$ cat src/rtl/ifetch_buffer.sv
// Instruction-fetch front end: sequential word reads, with at most one read
// outstanding, feeding an addressed FIFO that drains to decode. Supports branch redirect and halt.
module ifetch_buffer #(
  parameter int          DEPTH      = 4,
  parameter logic [31:0] RESET_ADDR = 32'h0000_0000
) (
  input  logic                       clock_in,
  input  logic                       reset_in,
  input  logic                       halt_in,
  input  logic                       redirect_in,
  input  logic [31:0]                redirect_addr_in,
  output logic                       mem_read_out,
  output logic [31:0]                mem_addr_out,
  input  logic                       mem_valid_in,
  input  logic [31:0]                mem_data_in,
  output logic                       ins_valid_out,
  input  logic                       ins_ready_in,
  output logic [31:0]                ins_data_out,
  output logic [31:0]                ins_addr_out,
  output logic [$clog2(DEPTH):0]     fill_level_out
);
  localparam int PW = $clog2(DEPTH);
  localparam int CW = PW + 1;
  localparam logic [CW-1:0] FULL = CW'(DEPTH);

  localparam logic [1:0] IDLE = 2'd0;
  localparam logic [1:0] REQ  = 2'd1;
  localparam logic [1:0] DROP = 2'd2;

  logic [1:0]    state;
  logic [31:0]   fetch_pc;
  logic [31:0]   pc_inc;
  logic [31:0]   redir_pc;
  logic [PW-1:0] wr_ptr, rd_ptr;
  logic [CW-1:0] count, count_next;
  logic          push, pop, has_data;
  logic [31:0]   buf_data [DEPTH];
  logic [31:0]   buf_addr [DEPTH];
  logic          unused_bits;

  assign unused_bits = ^redirect_addr_in[1:0];
  assign redir_pc    = {redirect_addr_in[31:2], 2'b00};
  assign pc_inc      = fetch_pc + 32'd4;

  assign mem_read_out  = (state != IDLE);
  assign has_data      = (count != '0);
  assign ins_valid_out = has_data && !redirect_in;
  assign ins_data_out  = has_data ? buf_data[rd_ptr] : '0;
  assign ins_addr_out  = has_data ? buf_addr[rd_ptr] : '0;
  assign fill_level_out = count;

  // Redirect wins over a returning word; that word belongs to the old stream.
  assign push = (state == REQ) && mem_valid_in && !redirect_in;
  assign pop  = ins_valid_out && ins_ready_in;
  assign count_next = count + CW'(push) - CW'(pop);

  always_ff @(posedge clock_in or posedge reset_in) begin
    if (reset_in) begin
      state        <= IDLE;
      fetch_pc     <= RESET_ADDR;
      mem_addr_out <= RESET_ADDR;
    end else begin
      case (state)
        IDLE: begin
          if (redirect_in)
            fetch_pc <= redir_pc;
          else if (!halt_in && count < FULL) begin
            state        <= REQ;
            mem_addr_out <= fetch_pc;
          end
        end
        REQ: begin
          if (redirect_in) begin
            fetch_pc <= redir_pc;
            // A read still in flight must be absorbed before a new one is issued.
            state    <= mem_valid_in ? IDLE : DROP;
          end else if (mem_valid_in) begin
            fetch_pc <= pc_inc;
            if (!halt_in && count_next < FULL)
              mem_addr_out <= pc_inc;
            else
              state <= IDLE;
          end
        end
        DROP: begin
          if (redirect_in)  fetch_pc <= redir_pc;
          if (mem_valid_in) state    <= IDLE;
        end
        default: state <= IDLE;
      endcase
    end
  end

  always_ff @(posedge clock_in or posedge reset_in) begin
    if (reset_in) begin
      wr_ptr <= '0;
      rd_ptr <= '0;
      count  <= '0;
    end else if (redirect_in) begin
      wr_ptr <= '0;
      rd_ptr <= '0;
      count  <= '0;
    end else begin
      wr_ptr <= wr_ptr + PW'(push);
      rd_ptr <= rd_ptr + PW'(pop);
      count  <= count_next;
    end
  end

  always_ff @(posedge clock_in) begin
    if (push) begin
      buf_data[wr_ptr] <= mem_data_in;
      buf_addr[wr_ptr] <= fetch_pc;
    end
  end
endmodule

$ cat config.mk
export PLATFORM = sky130hd
export DESIGN_NAME = ifetch_buffer
export DESIGN_NICKNAME = d
export VERILOG_FILES = /design/src/rtl/ifetch_buffer.sv
export SDC_FILE = /design/constraint.sdc
export NUM_CORES = 1
export LEC_CHECK = 0
export ABC_AREA = 1
export CAP_MARGIN = 20
export CORE_ASPECT_RATIO = 0.6
export CORE_UTILIZATION = 40
export DETAILED_ROUTE_END_ITERATION = 10
export HOLD_SLACK_MARGIN = 0.1
export PLACE_DENSITY = 0.66
export SLEW_MARGIN = 15
export SYNTH_ARGS = -nofsm -noshare
export SYNTH_HDL_FRONTEND = slang
export SYNTH_SLANG_ARGS = --single-unit
$ cat constraint.sdc
create_clock -name clock_in -period 12.4 [get_ports clock_in]
set_clock_uncertainty 0.05 [all_clocks]
set_input_delay 1.86 -clock clock_in [delete_from_list [all_inputs] [get_ports clock_in]]
set_output_delay 1.86 -clock clock_in [all_outputs]
set_load 0.05 [all_outputs]
# Yosys cells after proc, flatten, opt, wreduce, memory -nomap -nowiden
# Memories as Yosys holds them, arrays and structs flattened.
# Index checks and enable logic that the tools add are counted.
dict set report classes {
  n_mux 25
  eq_ne 11
  reduce_logical 17
  n_lt_le_gt_ge 2
  addsub 5
}
# operator count
set ops {}
lappend ops {{32-bit two-way mux} 10}
lappend ops {{32-bit one-hot mux with 2 select lines} 2}
lappend ops {{32-bit by 3-bit adder with 32-bit output, second input constant} 1}
lappend ops {{2-bit two-way mux} 9}
lappend ops {{2-bit != test, second input constant} 5}
lappend ops {{1-bit logical AND} 6}
lappend ops {{3-bit less-than comparator, second input constant} 2}
lappend ops {{3-bit != test, second input constant} 2}
lappend ops {{2-bit one-hot mux with 3 select lines} 1}
lappend ops {{6-bit AND reduction} 1}
lappend ops {{2-bit nonzero test} 3}
lappend ops {{5-bit AND reduction} 1}
lappend ops {{2-bit by 1-bit adder with 2-bit output} 2}
lappend ops {{2-bit by 1-bit != test with 1-bit output, second input constant} 2}
lappend ops {{3-bit by 1-bit adder with 3-bit output} 1}
lappend ops {{3-bit two-way mux} 1}
lappend ops {{3-bit AND reduction} 1}
lappend ops {{3-bit nonzero test} 1}
lappend ops {{3-bit by 1-bit subtractor with 3-bit output} 1}
lappend ops {{2-bit by 1-bit == test with 1-bit output, second input constant} 1}
lappend ops {{2-bit == test, second input constant} 1}
lappend ops {{1-bit logical NOT} 2}
lappend ops {{2-bit logical NOT} 1}
lappend ops {{1-bit two-way mux} 2}
lappend ops {{2-bit OR reduction} 1}
dict set report word_totals {
  word_cells 68
  ff_bits 73
  out_inout_bits 101
  ramBits 256
  in_bits 70
  memories 2
}
# name depth width read_ports rd_clocked_by_memory_dff wr line
set mem_list {}
lappend mem_list {buf_addr 4 32 1 0 1 38} ;# logic [31:0] buf_addr [DEPTH];
lappend mem_list {buf_data 4 32 1 0 1 37} ;# logic [31:0] buf_data [DEPTH];

# Logic depth before layout (Yosys ltp)
dict set report depth {
  word_depth 11
  ltp_mapped 23
  ltp_nobuf 21
}

# Least setup slack after synthesis
# Ideal clock, no wire load.
dict set report synth_path {
  path_kind {in2reg}
  start {input port redirect_in}
  end {memory buf_addr[0][10] (enable)}
  path_buffers 0
  slack_ns 5.357
  t_arrival_ns 6.434
  setup_time_ns 0.558
  cell_stages 5
  required_ns 11.792
  path_cell_list {inv_1 nand2_1 nor2_2 inv_2 nor3_1}
}
dict set report synth_via {
  elab_chain_cells 4
}
# item line
set synth_rtl {}
lappend synth_rtl {{from (decl)} 10} ;# input logic redirect_in,
lappend synth_rtl {{1-bit logical NOT} 53} ;# assign push = (state == REQ) && mem_valid_in && !redirect_in;
lappend synth_rtl {{1-bit logical AND} 53}
lappend synth_rtl {{1-bit two-way mux} 111} ;# if (push) begin
lappend synth_rtl {{1-bit two-way mux (implied by the code)} 113} ;# buf_addr[wr_ptr] <= fetch_pc;
lappend synth_rtl {{to (decl)} 38}
# No other way between the ends.

# Worst setup path after layout
dict set report layout_path {
  start {register rd_ptr[0]}
  end {output port ins_addr_out[15]}
}
dict set report layout_via {
  elab_chain_cells 2
}
# item line
set layout_rtl {}
lappend layout_rtl {{from (decl)} 34} ;# logic [PW-1:0] wr_ptr, rd_ptr;
lappend layout_rtl {{from (signal assigned)} 105} ;# rd_ptr <= rd_ptr + PW'(pop);
lappend layout_rtl {{memory 4 x 32 bit} n/a}
lappend layout_rtl {{32-bit two-way mux} 49} ;# assign ins_addr_out = has_data ? buf_addr[rd_ptr] : '0;
lappend layout_rtl {{to (decl)} 19} ;# output logic [31:0] ins_addr_out,
# No other way between the ends.

==> impl_metrics.tcl <==
set metrics [dict create \
    cts_setup_buffers 0 \
    drc 0 \
    yosys-top-cells-count "nor2_1 (360), nand2_1 (249), edfxtp_1 (248)" \
    post-place-ws_ps 6927 \
    hp-class "register to register" \
    layout.nets 1624 \
    cp-end-kind "primary output" \
    switchingPower_mw 1.918 \
    ys_seq_area_share_pct 65.62 \
    avgSynthCellArea_sq_um 9.943 \
    ctsHtreeMaxLevel 1 \
    syn_area_sq_um 13980 \
    p_int_mw 2.432 \
    critPathLaunchType "register" \
    worstPathArrival_ps 3780 \
    setup_ws_ps 6712 \
    ant_nets 0 \
    async_flop_share_pct 21.77 \
    clk_pin_slew_ps 70 \
    grt_pass1_wl_um 54540 \
    synth.most_common_cell "nor2_1" \
    required_ps 10490 \
    wl_um 34620 \
    hpwl_um 20380 \
    powerDensity_nw_per_um2 255.4 \
    synth_cells 1406 \
    start_util_pct 41.08 \
    hold_viol_final 0 \
    tightest_slew_ps 1065 \
    ys_seq_elements 317 \
    grt_max_degree 121 \
    die_h_um 146.8 \
    io_buffers 164 \
    ctsHoldBuffers 0 \
    core_sq_um 34030 \
    final.min_clock_period_ps 5688 \
    cts.path.max_buffers 3 \
    first_global_vias 9991 \
    pwr-share-comb_pct 43.2 \
    timing.fmax_ghz 0.1758 \
    multi_input_area_sq_um 4265 \
    die_x_um 243.3 \
    clk_latency_ps 570 \
    clock_power_share_pct 21.6 \
    slew_headroom_pct 28.99 \
    gp_congestion 0.8491 \
    antenna_found_initial 1 \
    yosys.cell_types.count 36 \
    timing.final.crit_share_pct 45.87 \
    num_vias 10290 \
    clock_sinks 317 \
    max_cap_viol_count 0 \
    cts-root-buf "clkbuf_16" \
    wire_per_inst_um 17.03 \
    cts_repair_resize_count 0 \
    drt-initial-drc-count 756 \
    cp_max_fo 94 \
    io_pins 171 \
    worstSetupPathType "register to primary output" \
    ys.flop_type "edfxtp_1" \
    rsz0062_at_grt "false" \
    p_sw_share_pct 44.09 \
    synth_top_cell_area_share_pct 53.27 \
    status "complete, no violations" \
    tns_ps 0 \
    synth_warnings 0 \
    fill_cells 3077 \
    drive_gt1_share_pct 6.612 \
    slew_violations 0 \
    finalSetupViolations 0 \
    rows 52 \
    total_leakage_power_nw 6.366 \
    yosysTopAreaCell "edfxtp_1" \
    grt-ovfl-total 0 \
    seq_area_sq_um 9179 \
    track_usage_pct 19.26 \
    pwr-share-seq_pct 35.2 \
    synth_edf_count 248 \
    via_per_inst 5.060 \
    die-area_sq_um 35730 \
    syn2layout_area_growth_pct 21.86 \
    cts_buffers 31 \
    peakVddDrop_mv 0.4529 \
    synth_area_leaders "edfxtp_1 (53%), dfrtp_1 (12%), nor2_1 (9.7%)" \
    tritoncts "built" \
    drt_pass1_iterations 5 \
]
==> layout by cell type (no fill, tap or decap), types with 7 or more instances in the layout <==
cell type,netlist,layout
nor2_1,360,360
nand2_1,249,249
edfxtp_1,248,248
clkdlybuf4s50_1,0,164
o21ai_0,148,148
a21oi_1,68,68
dfrtp_1,69,67
nand3_1,66,66
inv_1,51,50
clkbuf_16,0,31
buf_4,9,14
o21ai_1,11,11
inv_2,7,7
nor2_4,7,7
nor2_2,7,7
==> power groups by stage <==
stage                     clock (mW)  sequential (mW)  combinational [mW]
final                          0.940             1.53                1.88
after global routing            1.00             1.56                2.02
after CTS                      0.964             1.53                1.88
after detailed placement           0             1.55                1.87
after global placement             0             1.54                1.86
after floorplan                    0             1.65                1.14
==> worst paths after layout <==
| kind | end | slack [ps] | start | cells after the start |
|---|---|---|---|---|
| worst max-delay path | ins_addr_out[15] | 6710 | rd_ptr[0]$_DFF_PP0_ | 6 |
| worst min-delay path | mem_addr_out[4]$_DFFE_PP0P_ | 430 | mem_addr_out[4]$_DFFE_PP0P_ | 2 |
| worst max register to register | mem_addr_out[29]$_DFFE_PP0P_ | 8570 | fill_level_out[1]$_DFF_PP0_ | 18 |
| worst min register to register | mem_addr_out[4]$_DFFE_PP0P_ | 430 | mem_addr_out[4]$_DFFE_PP0P_ | 2 |
| max in group asynchronous | rd_ptr[0]$_DFF_PP0_ | 9770 | reset_in | 3 |
| min in group asynchronous | mem_addr_out[5]$_DFFE_PP0P_ | 1840 | reset_in | 3 |
==> routing by layer <==
| metal | vias up | routed length (um) | GRT usage, % |
|---|---|---|---|
| li1 | 5006 | - | - |
| met5 | - | 0 | 0 |
| met1 | 4970 | 16340 | 27.64 |
| met3 | 35 | 2294 | 4.622 |
| met4 | 0 | 421 | 3.459 |
| met2 | 275 | 15570 | 29.97 |
==> cell families (layout without fill, tap and decap cells) <==
| family | after synthesis | count (layout) | synth area share (%) |
|---|---|---|---|
| AOI/OAI and AO/OA | 235 | 235 | 8.583 |
| other | 1 | 5 | 0.02682 |
| adders and majority gates | 6 | 6 | 0.5907 |
| DFF | 317 | 317 | 65.62 |
| and+or+nand+nor | 711 | 711 | 20.73 |
| xor gates and xnor gates | 5 | 5 | 0.3133 |
| buffers and inverters | 131 | 295 | 4.135 |
==> state kept, by name, indices dropped and copies added, names as in the netlist <==
name	cells
buf_data	128
buf_addr	120
fetch_pc	30
mem_addr_out	30
fill_level_out	3
rd_ptr	2
state	2
wr_ptr	2
==> stage by stage <==
step                      std cells  util (%)  instance area [sq um]  hold WS (ps)  power, mW
after floorplan                1409         -                  13990         466.9      2.795
after global placement         1973     46.97                  15980         418.8      3.405
after detailed placement       1973     46.97                  15980         415.8      3.428
after CTS                      2031     49.97                  17010         433.2      4.381
after global routing           2032     50.06                  17030         464.3      4.581
final                          2033     50.06                  17040         431.3      4.350
==> area by class of cell <==
cell class | instances | share of cell area (%)
clock buffer | 41 | 5.127
timing repair buffer | 179 | 10.41
tap | 459 | 3.371
clock inverter | 17 | 0.8667
multi-input combinational | 961 | 25.04
antenna | 1 | 0.01469
inverter | 58 | 1.285
sequential | 317 | 53.88
==> worst max-delay path: stages, from the launching register on <==
cell and delay [ps]:
dfrtp_4 690, buf_4 880, nor2_1 110, nor2_1 120
o21ai_0 100, a21oi_1 380, clkdlybuf4s50_1 890
Power figures use the tool's default switching activity.
==> patch, RTL diff (same settings) <==
The parameter `DEPTH` goes from 4 to 8.
--- a/src/rtl/ifetch_buffer.sv
+++ b/src/rtl/ifetch_buffer.sv
@@ -1,7 +1,7 @@
 // Instruction-fetch front end: sequential word reads, with at most one read
 // outstanding, feeding an addressed FIFO that drains to decode. Supports branch redirect and halt.
 module ifetch_buffer #(
-  parameter int          DEPTH      = 4,
+  parameter int          DEPTH      = 8,
   parameter logic [31:0] RESET_ADDR = 32'h0000_0000
 ) (
   input  logic                       clock_in,
Interface: changed (resized fill_level_out); port bits go from 171 to 172. No check against the original RTL was run, so the function may have changed too.
==> patch against the original RTL <==
Worst setup slack worse by 1100 ps. Final area up 63%. Total power up 46%. Highest routed layer is now met5. First-iteration DRC count up 74%. Wire length up 65%. Fmax down 16%. Sequential share of layout area up 6.2 points. Synthesized area up 71%. Critical path depth up 1. Sequential cell count up 251. Largest power group is now registers. Sequential power up 68%. Die area up 70%.
==> patch: results (changes against the original RTL) <==
* Worst r2r src: state[0] (was fill_level_out[1])
* Routed vias at 16262 (was 10286)
* RR Endpoint: mem_addr_out[2] (was mem_addr_out[29])
* Initial antenna violation count at 2 (was 1)
* Global-route wire length before repair at 88100 µm (was 54500 µm)
* Critical path fanouts, max at 76 (was 94)
* Fin cells at 3069 (was 2033)
* Cell count after synthesis at 2133 (was 1406)
* Global Route met1 Usage at 26.7% (was 27.6%)
* Endpoint of the worst hold path: mem_addr_out[23] (was mem_addr_out[4])
* Worst Reg-to-Reg Cells at 15 (was 18)
* Hold path startpoint: mem_addr_out[23] (was mem_addr_out[4])
* Top cells by area, synth: edfxtp_1 62%, nor2_1 8.5%, o21ai_0 8.0% (was edfxtp_1 53%, dfrtp_1 12%, nor2_1 9.7%)
* Gr usage total at 18.9% (was 19.3%)
* Lkg Pwr at 9.67 nW (was 6.37 nW)
* Synth top cells by count: 541 x nor2_1, 496 x edfxtp_1, 379 x o21ai_0, 226 x nand2_1, 72 x dfrtp_1 (was 360 x nor2_1, 249 x nand2_1, 248 x edfxtp_1, 148 x o21ai_0, 69 x dfrtp_1)
* Outcome: finished clean (unchanged)
* CP max stage cell: dfrtp_4 (was clkdlybuf4s50_1)
* Clock latency on the worst-skew pair at 610 ps (was 570 ps)
* Peak VDD IR at 0.154 mV (was 0.453 mV)
* Met3 Track Usage GR at 3.86% (was 4.62%)
* Max transition margin at 24.2% (was 29.0%)
* IO buf count at 165 (was 164)
* EDFF count, synth at 496 (was 248)
* Gpl congestion at 0.918 (was 0.849)
## patch: how the worst max path moves through the flow
stage	from	endpoint	slack [ps]	depth (start not counted)
after global placement	rd_ptr[0]	ins_addr_out[20]	6310	7
after global routing	rd_ptr[0]	ins_addr_out[20]	5290	7
after floorplan	redirect_in	buf_addr[3][10]	5350	5
after CTS	rd_ptr[0]	ins_addr_out[20]	5580	7
after detailed placement	rd_ptr[0]	ins_addr_out[20]	6260	7
final	rd_ptr[1]	ins_addr_out[18]	5610	7
## patch: per-layer routing
layer	wire, µm	part of all wire, %
met5	17	0.030
met4	895	1.6
met3	4560	8.0
met2	26500	46
met1	25200	44
## patch: cell type report
cell class,count,area (µm²)
clock buffers,68,1440
clock inverters,33,312
fillers,5108,30400
inverters,60,238
multi-input cells,1381,6300
flip-flops and latches,568,16700
well taps,770,963
repair buffers,189,1870
## patch: logic make-up after synthesis
logic type,count (synthesis),share of synthesized area (%)
xor gates and xnor gates,9,0.330
and+or+nand+nor,848,14.0
other,1,0.0157
DFF,568,70.0
adders and majority gates,11,0.608
buffers and inverters,187,3.91
AOI/OAI and AO/OA,509,11.1
## patch: per-stage QoR
stage / total power, mW / hold WS (ps) / cell area, µm² / utilization, % / setup slack [ps]
2_1_floorplan: 4.03 / 383 / 23900 / - / 5350
3_3_place_gp: 4.71 / 417 / 26000 / 44.7 / 6310
3_5_place_dp: 4.76 / 415 / 26000 / 44.8 / 6260
4_1_cts: 6.40 / 432 / 27800 / 47.8 / 5580
5_1_grt: 6.67 / 443 / 27800 / 47.8 / 5290
6_report: 6.35 / 430 / 27800 / 47.8 / 5610
## patch: worst register-to-register path, stage by stage (launching register included)
cell     delay, ps
dfrtp_1        400
inv_2           80
nor2_4         750
inv_2          480
nor2_2         270
nand2_1        140
ha_1           220
inv_1           90
ha_1           240
nand3_1        110
nand3_1         80
nand2_1         90
nand3_1        110
a21oi_2        800
o21ai_0        230
nand2_1        120
## patch: report_power, final
group          switching [mW]  total [mW]  leakage (nW)  internal (mW)
Sequential              0.231        2.57          5.36           2.34
Clock                   0.708        1.63         0.847          0.927
Combinational            1.51        2.15          3.45          0.638
Total                    2.45        6.35          9.67           3.90
